--- config.mk ---
export PLATFORM = sky130hd
export DESIGN_NAME = stream_fifo
export DESIGN_NICKNAME = d
export VERILOG_FILES = /design/src/rtl/cnn_fifo_pkg.sv /design/src/rtl/fifo_mem_2p.sv /design/src/rtl/stream_fifo.sv
export SDC_FILE = /design/constraint.sdc
export NUM_CORES = 2
export LEC_CHECK = 0
export ABC_CLOCK_PERIOD_IN_PS = 6750
export BUFFER_PORTS_ARGS = -buffer_cell sky130_fd_sc_hd__buf_4
export CORE_MARGIN = 5
export CORE_UTILIZATION = 55
export CTS_CLUSTER_SIZE = 16
export DETAILED_ROUTE_END_ITERATION = 8
export PLACE_DENSITY = 0.68
export SLEW_MARGIN = 20
export SYNTH_ARGS = -nofsm -noshare
export SYNTH_HDL_FRONTEND = slang
export SYNTH_SLANG_ARGS = --single-unit
--- constraint.sdc ---
create_clock -name w_clk -period 6.75 [get_ports w_clk]
set_input_delay 1.0125 -clock w_clk [delete_from_list [all_inputs] [get_ports w_clk]]
set_output_delay 1.0125 -clock w_clk [all_outputs]
set_load 0.02 [all_outputs]
--- src/rtl/cnn_fifo_pkg.sv ---
// Shared definitions for CNN stream buffering blocks: default word width,
// FIFO read-mode selectors and elaboration-time helpers.
package cnn_fifo_pkg;

  localparam int unsigned CNN_DATA_W = 8;

  localparam int unsigned FIFO_STD  = 0;
  localparam int unsigned FIFO_FWFT = 1;

  function automatic int unsigned clog2(input int unsigned v);
    int unsigned r;
    r = 0;
    for (int unsigned p = 1; p < v; p = p << 1) r++;
    return r;
  endfunction

  function automatic bit is_pow2(input int unsigned v);
    return (v != 0) && ((v & (v - 1)) == 0);
  endfunction

endpackage

--- src/rtl/fifo_mem_2p.sv ---
// Simple dual-port RAM: synchronous write on port A; read port is registered
// (standard mode) or combinational (first-word-fall-through mode).
module fifo_mem_2p
  import cnn_fifo_pkg::*;
#(
  parameter int unsigned DATA_W = CNN_DATA_W,
  parameter int unsigned DEPTH  = 256,
  parameter int unsigned ADDR_W = 8,
  parameter int unsigned MODE   = FIFO_STD
) (
  input  logic              clk,
  input  logic              rst,
  input  logic              we,
  input  logic [ADDR_W-1:0] waddr,
  input  logic [DATA_W-1:0] wdata,
  input  logic              re,
  input  logic [ADDR_W-1:0] raddr,
  output logic [DATA_W-1:0] rdata
);

  logic [DATA_W-1:0] mem [DEPTH];

  always_ff @(posedge clk) begin
    if (we) mem[waddr] <= wdata;
  end

  generate
    if (MODE == FIFO_FWFT) begin : g_comb_rd
      logic unused_ctrl;
      assign unused_ctrl = ^{rst, re};
      assign rdata = mem[raddr];
    end else begin : g_reg_rd
      // Output register carries the flush reset so dout returns to zero.
      always_ff @(posedge clk) begin
        if (rst)     rdata <= '0;
        else if (re) rdata <= mem[raddr];
      end
    end
  endgenerate

endmodule

--- src/rtl/stream_fifo.sv ---
// Single-clock stream FIFO with wrap-bit pointers, occupancy count,
// almost-full/empty thresholds, optional FWFT output and sticky error flags.
module stream_fifo
  import cnn_fifo_pkg::*;
#(
  parameter int unsigned DATA_W = CNN_DATA_W,
  parameter int unsigned DEPTH  = 256,
  parameter int unsigned ADDR_W = 8,
  parameter int unsigned AF_TH  = 252,
  parameter int unsigned AE_TH  = 4,
  parameter int unsigned FWFT   = FIFO_STD
) (
  input  logic              w_clk,
  input  logic              reset,
  input  logic              clear,
  input  logic              w_en,
  input  logic [DATA_W-1:0] din,
  input  logic              r_en,
  output logic [DATA_W-1:0] dout,
  output logic              dout_valid,
  output logic              full,
  output logic              empty,
  output logic              almost_full,
  output logic              almost_empty,
  output logic [ADDR_W:0]   count,
  output logic              overflow,
  output logic              underflow
);

  generate
    if (!is_pow2(DEPTH) || DEPTH < 4 || ADDR_W != clog2(DEPTH)) begin : g_bad_params
      $error("stream_fifo: DEPTH must be a power of two >= 4 and ADDR_W = log2(DEPTH)");
    end
  endgenerate

  localparam logic [ADDR_W:0] AF_LVL = (ADDR_W+1)'(AF_TH);
  localparam logic [ADDR_W:0] AE_LVL = (ADDR_W+1)'(AE_TH);

  logic [ADDR_W:0]   wptr, rptr;
  logic              wr_acc, rd_acc, flush;
  logic [DATA_W-1:0] mem_rdata;

  assign flush = reset | clear;

  always_comb begin
    full         = (wptr[ADDR_W] != rptr[ADDR_W]) &&
                   (wptr[ADDR_W-1:0] == rptr[ADDR_W-1:0]);
    empty        = (wptr == rptr);
    count        = wptr - rptr;
    almost_full  = (count >= AF_LVL);
    almost_empty = (count <= AE_LVL);
    wr_acc       = w_en & ~full;
    rd_acc       = r_en & ~empty;
  end

  always_ff @(posedge w_clk) begin
    if (flush) begin
      wptr <= '0;
      rptr <= '0;
    end else begin
      if (wr_acc) wptr <= wptr + 1'b1;
      if (rd_acc) rptr <= rptr + 1'b1;
    end
  end

  // Error flags survive clear; a flushed cycle's requests never count as rejected.
  always_ff @(posedge w_clk) begin
    if (reset) begin
      overflow  <= 1'b0;
      underflow <= 1'b0;
    end else if (!clear) begin
      if (w_en & full)  overflow  <= 1'b1;
      if (r_en & empty) underflow <= 1'b1;
    end
  end

  fifo_mem_2p #(
    .DATA_W (DATA_W),
    .DEPTH  (DEPTH),
    .ADDR_W (ADDR_W),
    .MODE   (FWFT)
  ) u_mem (
    .clk   (w_clk),
    .rst   (flush),
    .we    (wr_acc & ~flush),
    .waddr (wptr[ADDR_W-1:0]),
    .wdata (din),
    .re    (rd_acc & ~flush),
    .raddr (rptr[ADDR_W-1:0]),
    .rdata (mem_rdata)
  );

  generate
    if (FWFT == FIFO_FWFT) begin : g_fwft_out
      assign dout_valid = ~empty;
      assign dout       = empty ? '0 : mem_rdata;
    end else begin : g_std_out
      always_ff @(posedge w_clk) begin
        if (flush) dout_valid <= 1'b0;
        else       dout_valid <= rd_acc;
      end
      assign dout = mem_rdata;
    end
  endgenerate

endmodule

* Word-level counts from Yosys, hierarchy flattened
Memory sizes are Yosys's and may differ from the RTL's. A register that Yosys moved wholly into a read port is not among the register bits.
Index checks and enable logic that the tools add are counted.
** Word-level totals
- Bits in registers :: 21
- RAM bits :: 2048
- Input bits :: 13
- Output and inout port bits :: 24
- Word-level logic and storage cells :: 30
- Memories :: 1
** Memory list
- u_mem.mem :: depth 256, width 8, read ports 1, clocked after memory_dff 1, write ports 1, RTL line fifo_mem_2p.sv:21 : logic [DATA_W-1:0] mem [DEPTH];
** Cells by class
- Add/subtract/negate cells :: 3
- Order comparisons :: 2
- Eq/ne operators :: 3
- Multiplexer cells :: 2
- Bitwise logic cells :: 11
- Reductions and logical operators :: 3
** Operators with widths (number)
- adder 9 x 1 -> 9 bit, second input constant :: 2
- equality test 9 bit :: 1
- greater-or-equal comparator 9 x 8 -> 1 bit, second input constant :: 1
- less-or-equal comparator 9 x 3 -> 1 bit, second input constant :: 1
- subtractor 9 bit :: 1
- equality test 8 bit :: 1
- bitwise AND 1 bit :: 6
- inverter 1 bit :: 4
- AND reduction 2 bit :: 2
- two-way mux 1 bit :: 2
- logical AND 1 bit :: 1
- inequality test 1 bit :: 1
- bitwise OR 1 bit :: 1

* Logic depth before layout (Yosys ltp)
- Depth after elaboration :: 7
- Mapped depth :: 15
- Depth with buffers taken out :: 11

* By module
From an unflattened synthesis, not the netlist that was laid out.
** Unflattened totals
- Cell total of the unflattened synthesis :: 4123
- Area total of the unflattened synthesis :: 82012.4 µm²
** Modules (own cells, without submodules)
- fifo_mem_2p :: times used 1, cells an instance 3938, area each 80524.7 µm², seq. area each 61659.1 µm²
- stream_fifo :: times used 1, cells an instance 185, area each 1487.7 µm², seq. area each 420.4 µm²

* Worst setup path after synthesis
No wires, ideal clock.
- Kind :: register -> output
- From :: reg rptr[2]
- To :: out almost_empty
- Arrival :: 3.753 ns
- Data required time :: 5.738 ns
- Slack :: 1.985 ns
- Cell stages (with the launch flop) :: 14
- Path buffers :: 4
- Path through :: dfxtp_1 > buf_2 > buf_2 > clkinv_1 > buf_1 > buf_2 > ha_1 > a21o_1 > a21oi_1 > o22ai_1 > nor2_1 > xnor2_1 > or4b_2 > nor4_1
** On the way
- Longest elaborated chain between the ends :: 2
** Ends and longest elaborated chain
- start, declared :: RTL line stream_fifo.sv:39 : logic [ADDR_W:0] wptr, rptr;
- start signal, assigned :: RTL line stream_fifo.sv:62 : if (rd_acc) rptr <= rptr + 1'b1;
- subtractor 9 bit :: RTL line stream_fifo.sv:49 : count = wptr - rptr;
- named net count[8] :: RTL line stream_fifo.sv:25 : output logic [ADDR_W:0] count,
- less-or-equal comparator 9 x 3 -> 1 bit :: RTL line stream_fifo.sv:51 : almost_empty = (count <= AE_LVL);
- end, declared :: RTL line stream_fifo.sv:24 : output logic almost_empty,
The timed path passes the listed nets, and every way through them passes these cells.

* Worst setup path after layout
- From :: reg rptr[1]
- To :: out almost_empty
** On the way
- Longest elaborated chain between the ends :: 2
** Ends and longest elaborated chain (RTL line)
- subtractor 9 bit :: stream_fifo.sv:49
- less-or-equal comparator 9 x 3 -> 1 bit :: stream_fifo.sv:51
Every way passes these cells.

==> results.md <==
* Status: finished clean
* Pre-CTS WS at 1.85 ns
* CTS tree: yes
* Post-CTS Setup Bufs at 0
* Final setup violation count at 0
* Worst-path clk slew at approximately 0.070 ns
* Design area at 89,900 um^2
* Clock Sinks at roughly 2,100
* Reg2reg end: u_mem.mem[211][6]$_DFFE_PP_
* Crit. End Element: primary output
* Worst reg2reg path depth at 9
* Largest stage delay on the critical path at 0.75 ns
* Initial Util at 0.552
* Placed Area at approximately 84,000 um^2
* RR Startpoint: rptr[6]$_SDFFE_PP0P_
* Post-DP HPWL at 129,000 um
* Core area at 148,000 um^2
* Commonest non-fill, non-tap cell in the layout: edfxtp_1
* Nets@finish at slightly above 4,000
* Final Cycle Share at 0.878
* Kind of cell adding the most delay to the critical path: simple AND/OR/NAND/NOR gates
* Most frequent cells in the layout: edfxtp_1 (2,048), mux4_2 (434), nor2_1 (318)
* Sw frac at 0.203
* Worst slew margin at 0.163
* Final Util at 0.609
* Sequential Power Share at 0.557
* Peak VDD IR at 283 uV
* Post-Layout Cell Count at 6,182
* Combinational share of power at 0.019
* Crit path DAT at 4.91 ns
* Gr ovfl total at 0
* RSZ-0062 raised after global routing: false
* Net Count, Synth at 4,023
* R2R Setup Slk at 1.75 ns
* WP data required at 5.74 ns
* FF+latch count, synth at 2,077
* Min Hold Slack at 0.394 ns
* Initial antenna violation count at 7
* Syn Inst Count at 3,996
* Routed vias/inst at a little under 7
* GR Util All Layers at 0.277
* Total I/O pin count at 37
* Placed cell count at 5,808
* Synth-to-Final Area Change at 10.2%
* Number of CTS-inserted buffers at ~200
* Largest net degree at the start of global routing at approximately 190
* P_sw at 5.16 mW
* Post-synth EDFFs at 2,048
* Via count at 41,808
* Drt pass-1 iters at 5
* Worst slew pin tran at 1.26 ns
* Residual DRC count at 0
* Unique masters post-synth at 78
* Fmax at 0.169 GHz
* Overall Power at between 20 and 30 mW
* Compound-Gate Fraction of Synth Area at 0.0338
* Synth async-reset ratio at 0
* Final hold violation count at 0
* Hold Startpoint: reset
* Number of buffers inserted by hold repair at cts at 0
* PwrDens at 283 nW/um^2
* Startpoint types: flip-flop
* GPL Wtd Cong at 0.932
* Final clock skew at 0.0423 ns
* Final worst slack at between 0.8 and 0.9 ns
* Die Area at 156,000 um^2
* Pins Over Slew Limit at 0
* DR iter-0 viols at a little over 6,000
* Die width at 395 um
* Leak Pwr at 26.9 nW
* Synth Flop Type: edfxtp_1
* Internal power at 20.3 mW
* H-tree depth at 4
* Post-Syn Area at 81,600 um^2
* Crit-path cells: inv_2 -> fa_1 -> a21o_1 -> a21oi_1 -> o22ai_1 -> nor2_1 -> xnor2_1 -> or4b_2 -> nor4_1 -> buf_4
* CTS resizes at 0
* Final worst path period need at 5.92 ns
* Yosys Warn Count at 0
* Hold depth at 2
* Synth Area in Adders at 0.00224
* Sum Neg Setup Slack at 0 ns
* FP Rows at around 140
* Crit-path slowest cell: dfxtp_4
* Sink of the worst hold path: underflow$_SDFFE_PP0P_
* Mux cell area share after synthesis at 0.148
* Antenna-violating nets left at 0
* HP Class: primary input to flip-flop
* Combinational family with the most area after synthesis: multiplexers
* Post-synthesis average cell area at 20.4 um^2
* Seq/Total Area, Yosys at 0.761
* First-pass GRT wire length at 307,000 um
* Input/output buffers at 36
* Root Buffer: clkbuf_16
* Xor/xnor share of the synthesized area at 0.00236
* Routed WL at roughly 220,000 um
* Top fanout value on the critical path at 39
* Simple-gate share of the synthesized area at 0.0321
* Vias in the first global route at 40,496
* Clk Latency, worst-skew pair at 0.84 ns
* Share of layout cells above drive strength 1 at 0.208
* Clock network fraction of design power at 0.424
* CTS max path bufs at 3
* Wire length per cell at 35.1 um
* # Max-Cap Violations at 0
* Height of the die at 395 um
* Critical path type: flip-flop to primary output
* Crit path buffers/inverters at 2
==> routing by layer <==
layer | part of all wire | vias up | wire (um) | global-route usage
li1 | - | 16739 | - | -
met1 | 0.39 | 21966 | 84700 | 0.402
met2 | 0.45 | 2642 | 98100 | 0.408
met3 | 0.11 | 459 | 24700 | 0.0711
met4 | 0.043 | 2 | 9410 | 0.110
met5 | 0.000060 | - | 13 | 0
==> final cells by class <==
cell class / instances / area (um^2)
Clock inverter: 120 / 1040
Inverter: 19 / 72.6
Clock buffer: 247 / 5260
Timing Repair Buffer: 124 / 1140
Tap cell: 1930 / 2410
Fill cell: 10233 / 57700
Antenna cell: 6 / 15.0
Sequential cell: 2077 / 62100
Multi-Input combinational cell: 1659 / 17900
==> how the worst max path moves through the flow <==
stage	cells past startpoint	end	startpoint	slack, ns
3_3_place_gp	9	u_mem.rdata[2]$_SDFFE_PP0P_	rptr[0]$_SDFFE_PP0P_	1.79
4_1_cts	10	almost_empty	rptr[1]$_SDFFE_PP0P_	0.94
2_1_floorplan	13	almost_empty	rptr[2]$_SDFFE_PP0P_	1.98
5_1_grt	10	almost_empty	rptr[1]$_SDFFE_PP0P_	0.77
6_report	10	almost_empty	rptr[1]$_SDFFE_PP0P_	0.83
3_5_place_dp	10	almost_empty	rptr[1]$_SDFFE_PP0P_	1.85
==> cell usage after synthesis, types with 18 or more instances <==
cell	number	share of area
nor3_1	28	0.0017
mux4_2	434	0.12
o21ai_0	46	0.0028
buf_2	73	0.0045
nand2_1	116	0.0053
a22oi_1	74	0.0068
a21oi_1	71	0.0044
edfxtp_1	2048	0.75
clkbuf_1	78	0.0036
a221oi_1	37	0.0040
dfxtp_1	29	0.0071
o22ai_1	26	0.0020
nor2b_1	18	0.0014
nand3_1	49	0.0030
a31oi_1	25	0.0019
buf_4	28	0.0026
mux4_1	19	0.0061
nor2_1	319	0.015
mux2i_1	176	0.022
buf_6	36	0.0050
==> worst reg2reg max path: cells and delay by family (launching register included) <==
kind                     cells  cell delay (ns)
adder cells (fa/ha/maj)      1             0.41
buffers and inverters        2             0.55
flip-flops                   1             1.02
AND/OR/NAND/NOR              6             2.63
==> flip-flops by register name, indices dropped and copies added, names as in the netlist <==
signal       cells
u_mem.mem     2048
rptr             9
wptr             9
u_mem.rdata      8
dout_valid       1
overflow         1
underflow        1
==> power by group through the flow <==
stage	logic, mW	registers [mW]	clock network (mW)
2_1_floorplan	0.187	14.4	0
4_1_cts	0.483	14.2	10.9
3_3_place_gp	0.471	14.4	0
5_1_grt	0.507	14.2	11.5
6_report	0.482	14.2	10.8
3_5_place_dp	0.484	14.4	0
==> cells by family (layout without fill, tap and decap cells) <==
kind of cell / after synthesis / count (layout)
other cells: 0 / 6
simple gates: 603 / 603
buf+inv: 260 / 510
xor+xnor: 22 / 22
fa+ha+maj: 14 / 14
compound gates: 387 / 387
flops: 2077 / 2077
mux: 633 / 633
No activity file was read; power rests on OpenSTA's default activity.
